===== src/rtl/c2_pkg.sv =====
// c2_pkg: shared definitions for the C2 loader and its arbiter.
//   - state_t      : loader FSM states
//   - LOADER_ACK/ERR: reply status bytes
//   - CMD_*        : command bytes understood by the arbiter
//   - word_byte_addr: word index -> word-aligned byte address
package c2_pkg;

   typedef enum logic [3:0] {
      S_IDLE   = 4'd0,
      S_LEN_LO = 4'd1,
      S_LEN_HI = 4'd2,
      S_CHECK  = 4'd3,
      S_DATA   = 4'd4,
      S_WRITE  = 4'd5,
      S_REPLY  = 4'd6,
      S_DONE   = 4'd7,
      S_HOLD   = 4'd8
   } state_t;

   localparam logic [7:0] LOADER_ACK = 8'hAC;
   localparam logic [7:0] LOADER_ERR = 8'hEE;

   // Command bytes the arbiter decodes; kept here so both sides agree.
   localparam logic [7:0] CMD_1C = 8'h1C;
   localparam logic [7:0] CMD_1D = 8'h1D;
   localparam logic [7:0] CMD_CE = 8'hCE;
   localparam logic [7:0] CMD_DE = 8'hDE;

   // Cycles after grant before the first reply byte may start, so the
   // arbiter's command echo has left the UART.
   localparam int unsigned GUARD_CYCLES = 16;

   function automatic logic [17:0] word_byte_addr(input logic [15:0] idx);
      return {idx, 2'b00};
   endfunction

endpackage


===== src/rtl/c2_loader_if.sv =====
// c2_loader_if: UART byte stream and memory write bus of the loader.
//   master modport: loader side (consumes rx, drives tx and memory writes)
//   slave  modport: UART / memory side
interface c2_loader_if #(
   parameter int ADDR_W = 32
);
   logic [7:0]        rx_data_i;
   logic              rx_ready_i;
   logic [7:0]        tx_data_o;
   logic              tx_start_o;
   logic              tx_done_i;
   logic              imem_we_o;
   logic              dmem_we_o;
   logic [ADDR_W-1:0] mem_addr_o;
   logic [31:0]       mem_wdata_o;

   modport master (
      input  rx_data_i, rx_ready_i, tx_done_i,
      output tx_data_o, tx_start_o, imem_we_o, dmem_we_o, mem_addr_o, mem_wdata_o
   );

   modport slave (
      output rx_data_i, rx_ready_i, tx_done_i,
      input  tx_data_o, tx_start_o, imem_we_o, dmem_we_o, mem_addr_o, mem_wdata_o
   );
endinterface


===== src/rtl/c2_tx_seq.sv =====
// c2_tx_seq: sends one byte over the UART and waits for it to finish.
//   clk_i, rst_i : clock, asynchronous active-high reset
//   abort_i      : drop any byte in progress (UART may still finish it)
//   go_i, byte_i : request to send byte_i (accepted when not busy)
//   tx_done_i    : UART finished the byte
//   tx_data_o    : byte held for the UART while busy, else 0
//   tx_start_o   : one-cycle transmit request
//   busy_o       : a byte is in flight
//   fin_o        : one-cycle pulse when the in-flight byte completes
module c2_tx_seq (
   input  logic       clk_i,
   input  logic       rst_i,
   input  logic       abort_i,
   input  logic       go_i,
   input  logic [7:0] byte_i,
   input  logic       tx_done_i,
   output logic [7:0] tx_data_o,
   output logic       tx_start_o,
   output logic       busy_o,
   output logic       fin_o
);
   logic       busy_reg;
   logic       start_reg;
   logic [7:0] data_reg;

   // tx_done_i in the start cycle belongs to some earlier byte, not ours.
   assign fin_o      = busy_reg && !start_reg && tx_done_i;
   assign busy_o     = busy_reg;
   assign tx_start_o = start_reg;
   assign tx_data_o  = data_reg;

   always_ff @(posedge clk_i or posedge rst_i) begin
      if (rst_i) begin
         busy_reg  <= 1'b0;
         start_reg <= 1'b0;
         data_reg  <= 8'h00;
      end else if (abort_i) begin
         busy_reg  <= 1'b0;
         start_reg <= 1'b0;
         data_reg  <= 8'h00;
      end else if (go_i && !busy_reg) begin
         busy_reg  <= 1'b1;
         start_reg <= 1'b1;
         data_reg  <= byte_i;
      end else begin
         start_reg <= 1'b0;
         if (fin_o) begin
            busy_reg <= 1'b0;
            data_reg <= 8'h00;
         end
      end
   end
endmodule


===== src/rtl/c2_loader.sv =====
// c2_loader: UART memory loader behind the C2 arbiter's loader grant.
// Receives len_lo, len_hi (word count N) then 4*N little-endian payload
// bytes, writes each word to IMEM or DMEM, replies status + XOR checksum
// and pulses done.
//   clk_i, rst_i : clock, asynchronous active-high reset
//   grant_i      : loader grant from the arbiter
//   target_i     : 0 = IMEM, 1 = DMEM, sampled when grant rises
//   done_o       : one-cycle completion pulse
//   bus          : UART rx/tx and memory write signals (master side)
module c2_loader
   import c2_pkg::*;
#(
   parameter int unsigned MEM_DEPTH_WORDS = 1024,
   parameter int          ADDR_W          = 32
) (
   input  logic        clk_i,
   input  logic        rst_i,
   input  logic        grant_i,
   input  logic        target_i,
   output logic        done_o,
   c2_loader_if.master bus
);
   state_t      state_reg;
   logic        target_reg;
   logic [15:0] len_reg;
   logic [15:0] word_idx_reg;
   logic [1:0]  byte_idx_reg;
   logic [31:0] word_reg;
   logic [7:0]  csum_reg;
   logic [7:0]  status_reg;
   logic [4:0]  guard_reg;
   logic        reply_idx_reg;
   logic        issued_reg;

   logic        abort;
   logic        guard_ok;
   logic        tx_go;
   logic        tx_busy;
   logic        tx_fin;
   logic        write_en;

   assign abort    = !grant_i && (state_reg != S_IDLE) && (state_reg != S_HOLD);
   assign guard_ok = guard_reg >= 5'(GUARD_CYCLES);
   assign tx_go    = (state_reg == S_REPLY) && !issued_reg && guard_ok && !tx_busy;
   assign write_en = (state_reg == S_WRITE);

   assign bus.imem_we_o   = write_en && !target_reg;
   assign bus.dmem_we_o   = write_en &&  target_reg;
   assign bus.mem_addr_o  = write_en ? ADDR_W'(word_byte_addr(word_idx_reg)) : '0;
   assign bus.mem_wdata_o = write_en ? word_reg : 32'h0;
   assign done_o          = (state_reg == S_DONE);

   c2_tx_seq u_tx_seq (
      .clk_i      (clk_i),
      .rst_i      (rst_i),
      .abort_i    (abort),
      .go_i       (tx_go),
      .byte_i     (reply_idx_reg ? csum_reg : status_reg),
      .tx_done_i  (bus.tx_done_i),
      .tx_data_o  (bus.tx_data_o),
      .tx_start_o (bus.tx_start_o),
      .busy_o     (tx_busy),
      .fin_o      (tx_fin)
   );

   always_ff @(posedge clk_i or posedge rst_i) begin
      if (rst_i) begin
         state_reg     <= S_IDLE;
         target_reg    <= 1'b0;
         len_reg       <= 16'h0;
         word_idx_reg  <= 16'h0;
         byte_idx_reg  <= 2'd0;
         word_reg      <= 32'h0;
         csum_reg      <= 8'h00;
         status_reg    <= 8'h00;
         guard_reg     <= 5'd0;
         reply_idx_reg <= 1'b0;
         issued_reg    <= 1'b0;
      end else if (abort) begin
         state_reg <= S_IDLE;
      end else begin
         // Guard counts cycles since grant rise, saturating once satisfied.
         if (state_reg != S_IDLE && !guard_ok)
            guard_reg <= guard_reg + 5'd1;

         case (state_reg)
            S_IDLE: begin
               if (grant_i) begin
                  target_reg    <= target_i;
                  word_idx_reg  <= 16'h0;
                  byte_idx_reg  <= 2'd0;
                  csum_reg      <= 8'h00;
                  guard_reg     <= 5'd1;
                  reply_idx_reg <= 1'b0;
                  issued_reg    <= 1'b0;
                  state_reg     <= S_LEN_LO;
               end
            end
            S_LEN_LO: begin
               if (bus.rx_ready_i) begin
                  len_reg[7:0] <= bus.rx_data_i;
                  state_reg    <= S_LEN_HI;
               end
            end
            S_LEN_HI: begin
               if (bus.rx_ready_i) begin
                  len_reg[15:8] <= bus.rx_data_i;
                  state_reg     <= S_CHECK;
               end
            end
            S_CHECK: begin
               word_reg <= 32'h0;
               if (32'(len_reg) > MEM_DEPTH_WORDS) begin
                  status_reg <= LOADER_ERR;
                  csum_reg   <= 8'h00;
                  state_reg  <= S_REPLY;
               end else if (len_reg == 16'h0) begin
                  status_reg <= LOADER_ACK;
                  csum_reg   <= 8'h00;
                  state_reg  <= S_REPLY;
               end else begin
                  state_reg  <= S_DATA;
               end
            end
            S_DATA: begin
               if (bus.rx_ready_i) begin
                  word_reg[{byte_idx_reg, 3'b000} +: 8] <= bus.rx_data_i;
                  csum_reg     <= csum_reg ^ bus.rx_data_i;
                  byte_idx_reg <= byte_idx_reg + 2'd1;
                  if (byte_idx_reg == 2'd3)
                     state_reg <= S_WRITE;
               end
            end
            S_WRITE: begin
               word_idx_reg <= word_idx_reg + 16'd1;
               if (word_idx_reg + 16'd1 == len_reg) begin
                  status_reg <= LOADER_ACK;
                  state_reg  <= S_REPLY;
               end else begin
                  state_reg  <= S_DATA;
               end
            end
            S_REPLY: begin
               if (tx_fin) begin
                  issued_reg <= 1'b0;
                  if (!reply_idx_reg)
                     reply_idx_reg <= 1'b1;
                  else
                     state_reg <= S_DONE;
               end else if (tx_go) begin
                  issued_reg <= 1'b1;
               end
            end
            S_DONE: state_reg <= S_HOLD;
            S_HOLD: begin
               if (!grant_i)
                  state_reg <= S_IDLE;
            end
            default: state_reg <= S_IDLE;
         endcase
      end
   end
endmodule


===== src/flat_wrapper.sv =====
// flat-port wrapper written by rule: the top's interface ports become plain ports
module c2_loader_flat import c2_pkg::*;
#(
   parameter int unsigned MEM_DEPTH_WORDS = 1024,
   parameter int          ADDR_W          = 32
)
  (clk_i, rst_i, grant_i, target_i, done_o, bus_rx_data_i, bus_rx_ready_i, bus_tx_done_i, bus_tx_data_o, bus_tx_start_o, bus_imem_we_o, bus_dmem_we_o, bus_mem_addr_o, bus_mem_wdata_o);
  c2_loader_if #(.ADDR_W(ADDR_W)) bus_i ();
  input  logic clk_i;
  input  logic rst_i;
  input  logic grant_i;
  input  logic target_i;
  output logic done_o;
  input wire logic [$bits(bus_i.rx_data_i)-1:0] bus_rx_data_i;
  input wire logic [$bits(bus_i.rx_ready_i)-1:0] bus_rx_ready_i;
  input wire logic [$bits(bus_i.tx_done_i)-1:0] bus_tx_done_i;
  output wire logic [$bits(bus_i.tx_data_o)-1:0] bus_tx_data_o;
  output wire logic [$bits(bus_i.tx_start_o)-1:0] bus_tx_start_o;
  output wire logic [$bits(bus_i.imem_we_o)-1:0] bus_imem_we_o;
  output wire logic [$bits(bus_i.dmem_we_o)-1:0] bus_dmem_we_o;
  output wire logic [$bits(bus_i.mem_addr_o)-1:0] bus_mem_addr_o;
  output wire logic [$bits(bus_i.mem_wdata_o)-1:0] bus_mem_wdata_o;
  assign bus_i.rx_data_i = bus_rx_data_i;
  assign bus_i.rx_ready_i = bus_rx_ready_i;
  assign bus_i.tx_done_i = bus_tx_done_i;
  assign bus_tx_data_o = bus_i.tx_data_o;
  assign bus_tx_start_o = bus_i.tx_start_o;
  assign bus_imem_we_o = bus_i.imem_we_o;
  assign bus_dmem_we_o = bus_i.dmem_we_o;
  assign bus_mem_addr_o = bus_i.mem_addr_o;
  assign bus_mem_wdata_o = bus_i.mem_wdata_o;
  c2_loader #(.MEM_DEPTH_WORDS(MEM_DEPTH_WORDS), .ADDR_W(ADDR_W)) u_core (.clk_i(clk_i), .rst_i(rst_i), .grant_i(grant_i), .target_i(target_i), .done_o(done_o), .bus(bus_i));
endmodule

===== config.mk =====
export PLATFORM = sky130hd
export DESIGN_NAME = c2_loader_flat
export DESIGN_NICKNAME = d
export VERILOG_FILES = /design/src/rtl/c2_pkg.sv /design/src/rtl/c2_loader_if.sv /design/src/rtl/c2_tx_seq.sv /design/src/rtl/c2_loader.sv /design/src/flat_wrapper.sv
export SDC_FILE = /design/constraint.sdc
export NUM_CORES = 1
export LEC_CHECK = 0
export BUFFER_PORTS_ARGS = -buffer_cell sky130_fd_sc_hd__buf_2
export CAP_MARGIN = 20
export CORE_ASPECT_RATIO = 0.6
export CORE_MARGIN = 3
export CORE_UTILIZATION = 57
export DETAILED_ROUTE_END_ITERATION = 8
export GPL_TIMING_DRIVEN = 0
export HOLD_SLACK_MARGIN = 0.12
export PLACE_DENSITY = 0.81
export SYNTH_ARGS = -nofsm -noshare
export SYNTH_HDL_FRONTEND = slang
export SYNTH_SLANG_ARGS = --single-unit
export TNS_END_PERCENT = 30

===== constraint.sdc =====
create_clock -name clk_i -period 3.37 [get_ports clk_i]
set_input_delay 0.1685 -clock clk_i [delete_from_list [all_inputs] [get_ports clk_i]]
set_output_delay 0.1685 -clock clk_i [all_outputs]
set_load 0.05 [all_outputs]

* Yosys cells after proc, flatten, opt, wreduce, memory -nomap -nowiden
Index checks and enable logic that the tools add are counted.
Cells by class: $add $sub $neg 4, $mul 0, div/mod/pow operators 0, order comparisons 2, eq/ne operators 25, shift operators 2, mux-type cells 50, bitwise operators 2, reduce and logical (&&, ||, !) cells 38
Operator list (number):
- $mux 8 | 11
- $mux 32 | 2
- $pmux 32 s2 | 1
- $mux 4 | 10
- $pmux 4 s9 | 1
- $bwmux 32 | 1
- $pmux 16 s2 | 1
- $shift 8x7->32 const A | 1
- $shiftx 8x7->32 | 1
- $pmux 8 s3 | 1
- $mux 18 | 1
- $ne 3x2->1 const B | 6
- $add 16x1->16 const B | 1
- $eq 16x16->1 | 1
- $eq 4x3->1 const B | 4
- $gt 16x11->1 const B | 1
- $logic_not 16->1 | 1
- $mux 16 | 1
- $pmux 8 s2 | 1
- $reduce_and 4->1 | 4
- $mux 5 | 3
- $reduce_and 3->1 | 5
- $ne 3x1->1 const B | 4
- $logic_and 1x1->1 | 11
- other kinds (24) | 49
Word-level totals: bits in registers 104, bits in latches 0, bits in writable memories 0, memory bits (read-only) 0, bits of input ports 14, output and inout bits 76, word-level logic and storage cells 138, memories 0

* Depth between registers and ports, before layout
Gate-level depths: netlist of run 1.
depth in word-level cells 7, depth in mapped cells 9, depth with buffers taken out 8

* By module
From an unflattened synthesis of run 1, not the netlist that was laid out.
Unflattened totals: cells, all modules 606, area total of the unflattened synthesis 5665.4 sq um
Modules (own cells, without submodules):
- c2_loader | instances 1, cells each 571, area an instance 5176.2 sq um, sequential area each 2202.1 sq um
- c2_tx_seq | instances 1, cells each 35, area an instance 489.2 sq um, sequential area each 250.2 sq um

* Worst setup path after synthesis of run 1
OpenSTA, ideal clock, no wires.
path kind reg-to-output, start point reg u_core.state_reg[3], end point out bus_mem_addr_o[10], arrival time 1882 ps, required time 3201 ps, setup slack 1319 ps, cell stages (with the launch flop) 7, path buffers 3, cell sequence dfrtp_1 buf_2 nand2b_1 nor2_1 clkbuf_1 clkbuf_1 and2_1
Between the ends: longest elaborated chain between the ends 2
Ends and longest elaborated chain:
- from (decl) | RTL line c2_loader.sv:23 | state_t state_reg;
- from (signal assigned) | RTL line c2_loader.sv:68 | state_reg <= S_IDLE;
- from (signal assigned) | RTL line c2_loader.sv:80 | state_reg <= S_IDLE;
- from (signal assigned) | RTL line c2_loader.sv:96 | state_reg <= S_LEN_LO;
- $eq 4x3->1 | RTL line c2_loader.sv:45 | assign write_en = (state_reg == S_WRITE);
- $mux 18 | RTL line c2_loader.sv:49 | assign bus.mem_addr_o = write_en ? ADDR_W'(word_byte_addr(word_idx_reg)) : '0;
- to (decl) | RTL line flat_wrapper.sv:21 | output wire logic [$bits(bus_i.mem_addr_o)-1:0] bus_mem_addr_o;
No other way between the ends.

* Worst setup path in the final report of run 1
start point reg u_core.state_reg[3], end point out bus_mem_wdata_o[12]
Between the ends: longest elaborated chain between the ends 2
Ends and longest elaborated chain:
- $eq 4x3->1 | RTL line c2_loader.sv:45
- $mux 32 | RTL line c2_loader.sv:50 | assign bus.mem_wdata_o = write_en ? word_reg : 32'h0;
- to (decl) | RTL line flat_wrapper.sv:22 | output wire logic [$bits(bus_i.mem_wdata_o)-1:0] bus_mem_wdata_o;
No other way between the ends.

==> flow_metrics.tcl, run 1 <==
set metrics [dict create \
    cts_setup_buffers 0 \
    r2r_cells 8 \
    final_common_cell "dfrtp_1" \
    overflow 0 \
    grt_pass1_vias 4437 \
    tightest_slew_ps 924 \
    start_util_pct 61.2 \
    hold_violations 0 \
    num_vias 4714 \
    path_max_fanout 10 \
    p_leak_nw 3.05 \
    die_width_um 132 \
    syn-cell-area_mm2 0.00546 \
    synth_top_area_share_pct 44.9 \
    largest_reg_flops 32 \
    synth_async_sr_flop_share_pct 100 \
    numCtsBuffers 9 \
    clk_pin_slew_ps 70 \
    placed_cells 791 \
    synth.area.mux_share_pct 4.22 \
    syn2layout_area_growth_pct 16.2 \
    setup_ws_ps 277 \
    max_freq_ghz 0.323 \
    grtUsageTotal_pct 26.0 \
    setup_viol 0 \
    stdcell_count 809 \
    critPathLaunchType "flip-flop" \
    ys_top_cells_by_area "dfrtp_1, and2_1, a22o_1, nand2_1, o21ai_1" \
    clock-root-buffer "clkbuf_16" \
    critPathMaxStageDelay_ps 520 \
    insertion_delay_ps 350 \
    crit_arrival_ps 2920 \
    power_density_mw_per_mm2 567 \
    die_y_um 81.8 \
    gp_congestion 0.919 \
    htreeDepth 3 \
    finalCriticalPeriod_ps 3090 \
    min_path_type "in2reg" \
    core_region_area_mm2 0.00891 \
    clock_path_buffers 2 \
    pwr-share-clk_pct 29.1 \
    switching_share_pct 34.7 \
    yosysWarnings 0 \
    whs_path_depth 3 \
    rsz0062_at_grt "no" \
    finalCritPeriodShare_pct 91.8 \
    die-area_mm2 0.0108 \
    drtAntennaViolNets 0 \
    synth-compound-area-share_pct 15.8 \
    grt_max_degree 76 \
    synth_top_family_by_area "simple AND/OR/NAND/NOR gates" \
    dr.pass1.iters 4 \
    worstPathRequired_ps 3200 \
    synth_edf_count 0 \
    yosysTopAreaCell "dfrtp_1" \
    vias_per_cell 5.83 \
    p_switching_w 0.00125 \
    cts_tree "built" \
    irDropWorstVdd_v 0.000313 \
    place_ws_ps 691 \
    synth_area_per_cell_um2 9.33 \
    end_kind "output pin" \
    rows 26 \
    yosys.area_share.xor_xnor_pct 4.17 \
    critical_path_class "reg2out" \
    diodes 0 \
    maxCapViolCount 0 \
    skew_ps 8.11 \
    p_comb_share_pct 28.8 \
    seq_power_share_pct 42.1 \
    wl_per_cell_um 17.0 \
    status "finished clean" \
    ys_types 60 \
    antenna_found_initial 0 \
    postRouteWirelength_um 13800 \
    ys.flop_type "dfrtp_1" \
    io_buffers 64 \
    dp_hpwl_um 10000 \
    crit_chain "buf_2, nand2b_1, nor2_1, clkbuf_1, clkbuf_1, and2_1, buf_2" \
    relSlewSlack_pct 37.9 \
    yosys.area_share.simple_pct 22.5 \
    final_cell_mix "dfrtp_1, buf_2, nand2_1" \
    drt_iter0_drc 338 \
    critPathSlowestCell "clkbuf_1" \
    numClockSinks 98 \
    drive_gt1_share_pct 20.4 \
    syn_inst 585 \
    grt_pass1_wl_um 22500 \
    p_int_w 0.00235 \
    drc_errors 0 \
    synth-seq-cells 98 \
    seq_area_frac_synth_pct 44.9 \
    synth_fa_ha_area_share_pct 1.60 \
    design.portCount 90 \
    final_max_slew_viol_count 0 \
    nets 699 \
]
[synthesized netlist by cell type, types with 9 or more instances]
| cell type | count |
|---|---|
| xnor2_1 | 18 |
| buf_2 | 9 |
| a22o_1 | 26 |
| nor2_1 | 40 |
| dfrtp_1 | 98 |
| and2_1 | 51 |
| a21oi_1 | 19 |
| inv_1 | 10 |
| nor3_1 | 9 |
| o21ai_0 | 23 |
| o21ai_1 | 36 |
| nand3_1 | 15 |
| and3_1 | 10 |
| mux2_2 | 15 |
| clkbuf_1 | 20 |
| nand2_1 | 57 |
| buf_4 | 18 |
[timing repair]
item                                   in CTS  in global routing
endpoints found under the hold margin      24                  0
gates resized for setup                     0                  0
hold buffers                                2                  0
[per-stage QoR]
step	instance area, µm²	hold WS (ps)	power (W)	setup TNS (ps)	utilization [%]
floorplan	5510	274	0.00230	0	-
CTS	6340	222	0.00359	0	71.2
global route	6340	249	0.00377	0	71.2
finish	6340	232	0.00360	0	71.2
global placement	5990	363	0.00250	-38950	67.2
detailed placement	6020	165	0.00255	0	67.6
[final timing paths]
| path | slack [ps] | startpoint | to |
|---|---|---|---|
| max | 280 | u_core.state_reg[3]$_DFFE_PP0P_ | bus_mem_wdata_o[12] |
| min | 230 | grant_i | u_core.state_reg[2]$_DFFE_PP0P_ |
| max reg2reg | 800 | u_core.word_idx_reg[0]$_DFFE_PP0P_ | u_core.status_reg[5]$_DFFE_PP0P_ |
| min reg2reg | 470 | u_core.status_reg[5]$_DFFE_PP0P_ | u_core.status_reg[5]$_DFFE_PP0P_ |
| max in group asynchronous | 2360 | rst_i | u_core.state_reg[1]$_DFFE_PP0P_ |
| min in group asynchronous | 330 | rst_i | u_core.word_idx_reg[3]$_DFFE_PP0P_ |
[layout make-up]
cell class / instances / area, µm²
Buffer: 59 / 330
Clock buffer: 9 / 225
Clock inverter: 7 / 76.3
Fill cell: 705 / 2570
Inverter: 10 / 40.0
Multi-Input combinational cell: 433 / 2690
Sequential cell: 98 / 2450
Tap cell: 126 / 158
Timing Repair Buffer: 67 / 368
[per-layer routing]
metal | global-route usage, % | routed length, µm | part of all wire, %
met5 | 0 | 0 | 0
met4 | 7.88 | 187 | 1.4
met3 | 4.65 | 1070 | 7.7
met2 | 38.9 | 5980 | 43
met1 | 38.8 | 6540 | 47
[critical path: cells and delay by family, from the launching register on]
family	cells	cell delay (ps)
buffers and inverters	4	1340
DFF	1	380
and+or+nand+nor	3	860
[kinds of logic after synthesis]
kind of cell             after synthesis
XOR/XNOR                              26
AND/OR/NAND/NOR                      229
buffers and inverters                 69
AO/OA/AOI/OAI                        134
flip-flops                            98
adder cells (fa/ha/maj)                7
multiplexers                          21
other                                  1
[power groups by stage]
stage	Combinational (W)	Sequential, W	Clock, W
6_report	0.00104	0.00152	0.00104
4_1_cts	0.00103	0.00151	0.00106
3_3_place_gp	0.000971	0.00153	0
2_1_floorplan	0.000820	0.00148	0
5_1_grt	0.00114	0.00153	0.00110
3_5_place_dp	0.00102	0.00153	0
Note: power is estimated with default switching activity, not from simulation.
==> run 2: changes to the inputs <==
Settings changed: BUFFER_PORTS_ARGS -buffer_cell sky130_fd_sc_hd__buf_2 to -buffer_cell sky130_fd_sc_hd__buf_4.
==> flow_metrics.tcl, run 2 (same netlist as run 1, synthesis figures left out) <==
set metrics [dict create \
    critPathBufInv 4 \
    skew_ps 5.46 \
    cts_resized 0 \
    die-area_mm2 0.0108 \
    drc_errors 0 \
    hp-start "grant_i" \
    clock-root-buffer "clkbuf_16" \
    drtAntennaViolNets 0 \
    vias_per_cell 5.84 \
    insertion_delay_ps 350 \
    io_buffers 64 \
    cts_setup_buffers 0 \
    r2r_end "u_core.status_reg[5]$_DFFE_PP0P_" \
    diodes 0 \
    drive_gt1_share_pct 20.4 \
    die_width_um 132 \
    rows 26 \
    crit_arrival_ps 2890 \
    syn2layout_area_growth_pct 19.6 \
    grt_pass1_wl_um 23700 \
    end_kind "output pin" \
    hold_violations 0 \
    grtUsageTotal_pct 27.6 \
    final_common_cell "dfrtp_1" \
    crit_chain "buf_2, nand2b_1, nor2_1, clkbuf_1, clkbuf_1, and2_1, buf_4" \
    irDropWorstVdd_v 0.000337 \
    cpMostUsedCell "clkbuf_1" \
    nFillCells 668 \
    wl_per_cell_um 17.6 \
    placed_cells 791 \
    tns_ps 0 \
    relSlewSlack_pct 41.8 \
    clock_path_buffers 2 \
    rrSetupSlack_ps 780 \
    drt_iter0_drc 429 \
    path_max_fanout 10 \
    start_util_pct 61.2 \
    overflow 0 \
    min_path_type "in2reg" \
    gp_congestion 0.939 \
    status "finished clean" \
    r2r_start "u_core.word_idx_reg[0]$_DFFE_PP0P_" \
    postRouteWirelength_um 14300 \
    finalCritPeriodShare_pct 90.7 \
    numClockSinks 98 \
    grt_max_degree 58 \
    num_vias 4721 \
    die_y_um 81.8 \
    design.portCount 90 \
    worstPathRequired_ps 3200 \
    setup_viol 0 \
    use_met1_pct 39.9 \
    clk_pin_slew_ps 70 \
    stdcell_count 809 \
    critPathLaunchType "flip-flop" \
    max_freq_ghz 0.327 \
    holdBufCountCts 2 \
    maxCapViolCount 0 \
    rsz0062_at_grt "no" \
    busiest_layer "met2" \
    tightest_slew_ps 867 \
    r2r_cells 8 \
    core_region_area_mm2 0.00891 \
    power_density_mw_per_mm2 566 \
    critPathSlowestCell "clkbuf_1" \
    antenna_found_initial 0 \
    dr.pass1.iters 5 \
    final_max_slew_viol_count 0 \
    critical_path_class "reg2out" \
    use_met3_pct 6.49 \
    largest_reg_flops 32 \
    grt_pass1_vias 4606 \
    whs_path_depth 3 \
    finalCriticalPeriod_ps 3060 \
    htreeDepth 3 \
    dp_hpwl_um 10200 \
    use_met2_pct 42.4 \
    hold_path_end "u_core.state_reg[2]$_DFFE_PP0P_" \
    nets 699 \
    final_core_util_pct 73.2 \
    p_leak_nw 3.05 \
    cts_tree "built" \
    final_cell_mix "dfrtp_1, buf_4, nand2_1" \
    critical_path.top_delay_family "buffers and inverters" \
    critPathMaxStageDelay_ps 520 \
    numCtsBuffers 9 \
]
## run 2: changes by cell type in the layout (fill, tap and decap cells not counted), sizes merged
cell      change
bufinv        +1
clkinv        -2
clkinvlp      +1
## run 2: how the worst max path moves through the flow
stage,start,end,slack [ps],depth (start not counted)
2_1_floorplan,rst_i,u_core.byte_idx_reg[0]$_DFFE_PP0P_,640,1
3_3_place_gp,rst_i,u_core.guard_reg[2]$_DFFE_PP0N_,-410,2
3_5_place_dp,u_core.state_reg[3]$_DFFE_PP0P_,bus_mem_wdata_o[15],720,7
4_1_cts,u_core.state_reg[3]$_DFFE_PP0P_,bus_mem_wdata_o[15],350,7
5_1_grt,u_core.state_reg[3]$_DFFE_PP0P_,bus_mem_wdata_o[15],100,7
6_report,u_core.state_reg[3]$_DFFE_PP0P_,bus_mem_wdata_o[15],310,7
## run 2: final cells by class
class                   count  area, µm²  area share (%)
multi-input cells         433       2690            41.3
flip-flops and latches     98       2450            37.6
repair buffers             67        528            8.09
plain buffers              59        330            5.06
clock buffers               9        225            3.45
well taps                 126        158            2.42
clock inverters             7        100            1.53
inverters                  10       40.0           0.613
## run 2: worst register-to-register path, stage by stage (launching register included)
cell and delay [ps]:
dfrtp_1 490, ha_1 320, and3_1 280, nand3_1 170, o22a_1 240, nor4_1 320
o2111ai_1 260, o21ai_1 290, a21o_1 160
## run 2: metrics by stage
stage | instance area [µm²] | setup WS (ps) | hold slack (ps) | power (W)
after floorplan | 5510 | 639 | 274 | 0.00230
after global placement | 6150 | -412 | 364 | 0.00250
after detailed placement | 6180 | 722 | 278 | 0.00255
after CTS | 6530 | 346 | 229 | 0.00369
after global routing | 6530 | 102 | 270 | 0.00389
final | 6530 | 314 | 248 | 0.00370
## run 2: report_power, final
group          total (W)  switching (W)  internal (W)
Clock            0.00114       0.000480      0.000656
Combinational    0.00105       0.000618      0.000429
Sequential       0.00151       0.000172       0.00134
## run 2: per-layer routing
metal / vias up / share of wire (%)
li1: 2197 / -
met1: 2301 / 46
met2: 207 / 45
met3: 16 / 8.5
met4: 0 / 0.97
met5: - / 0
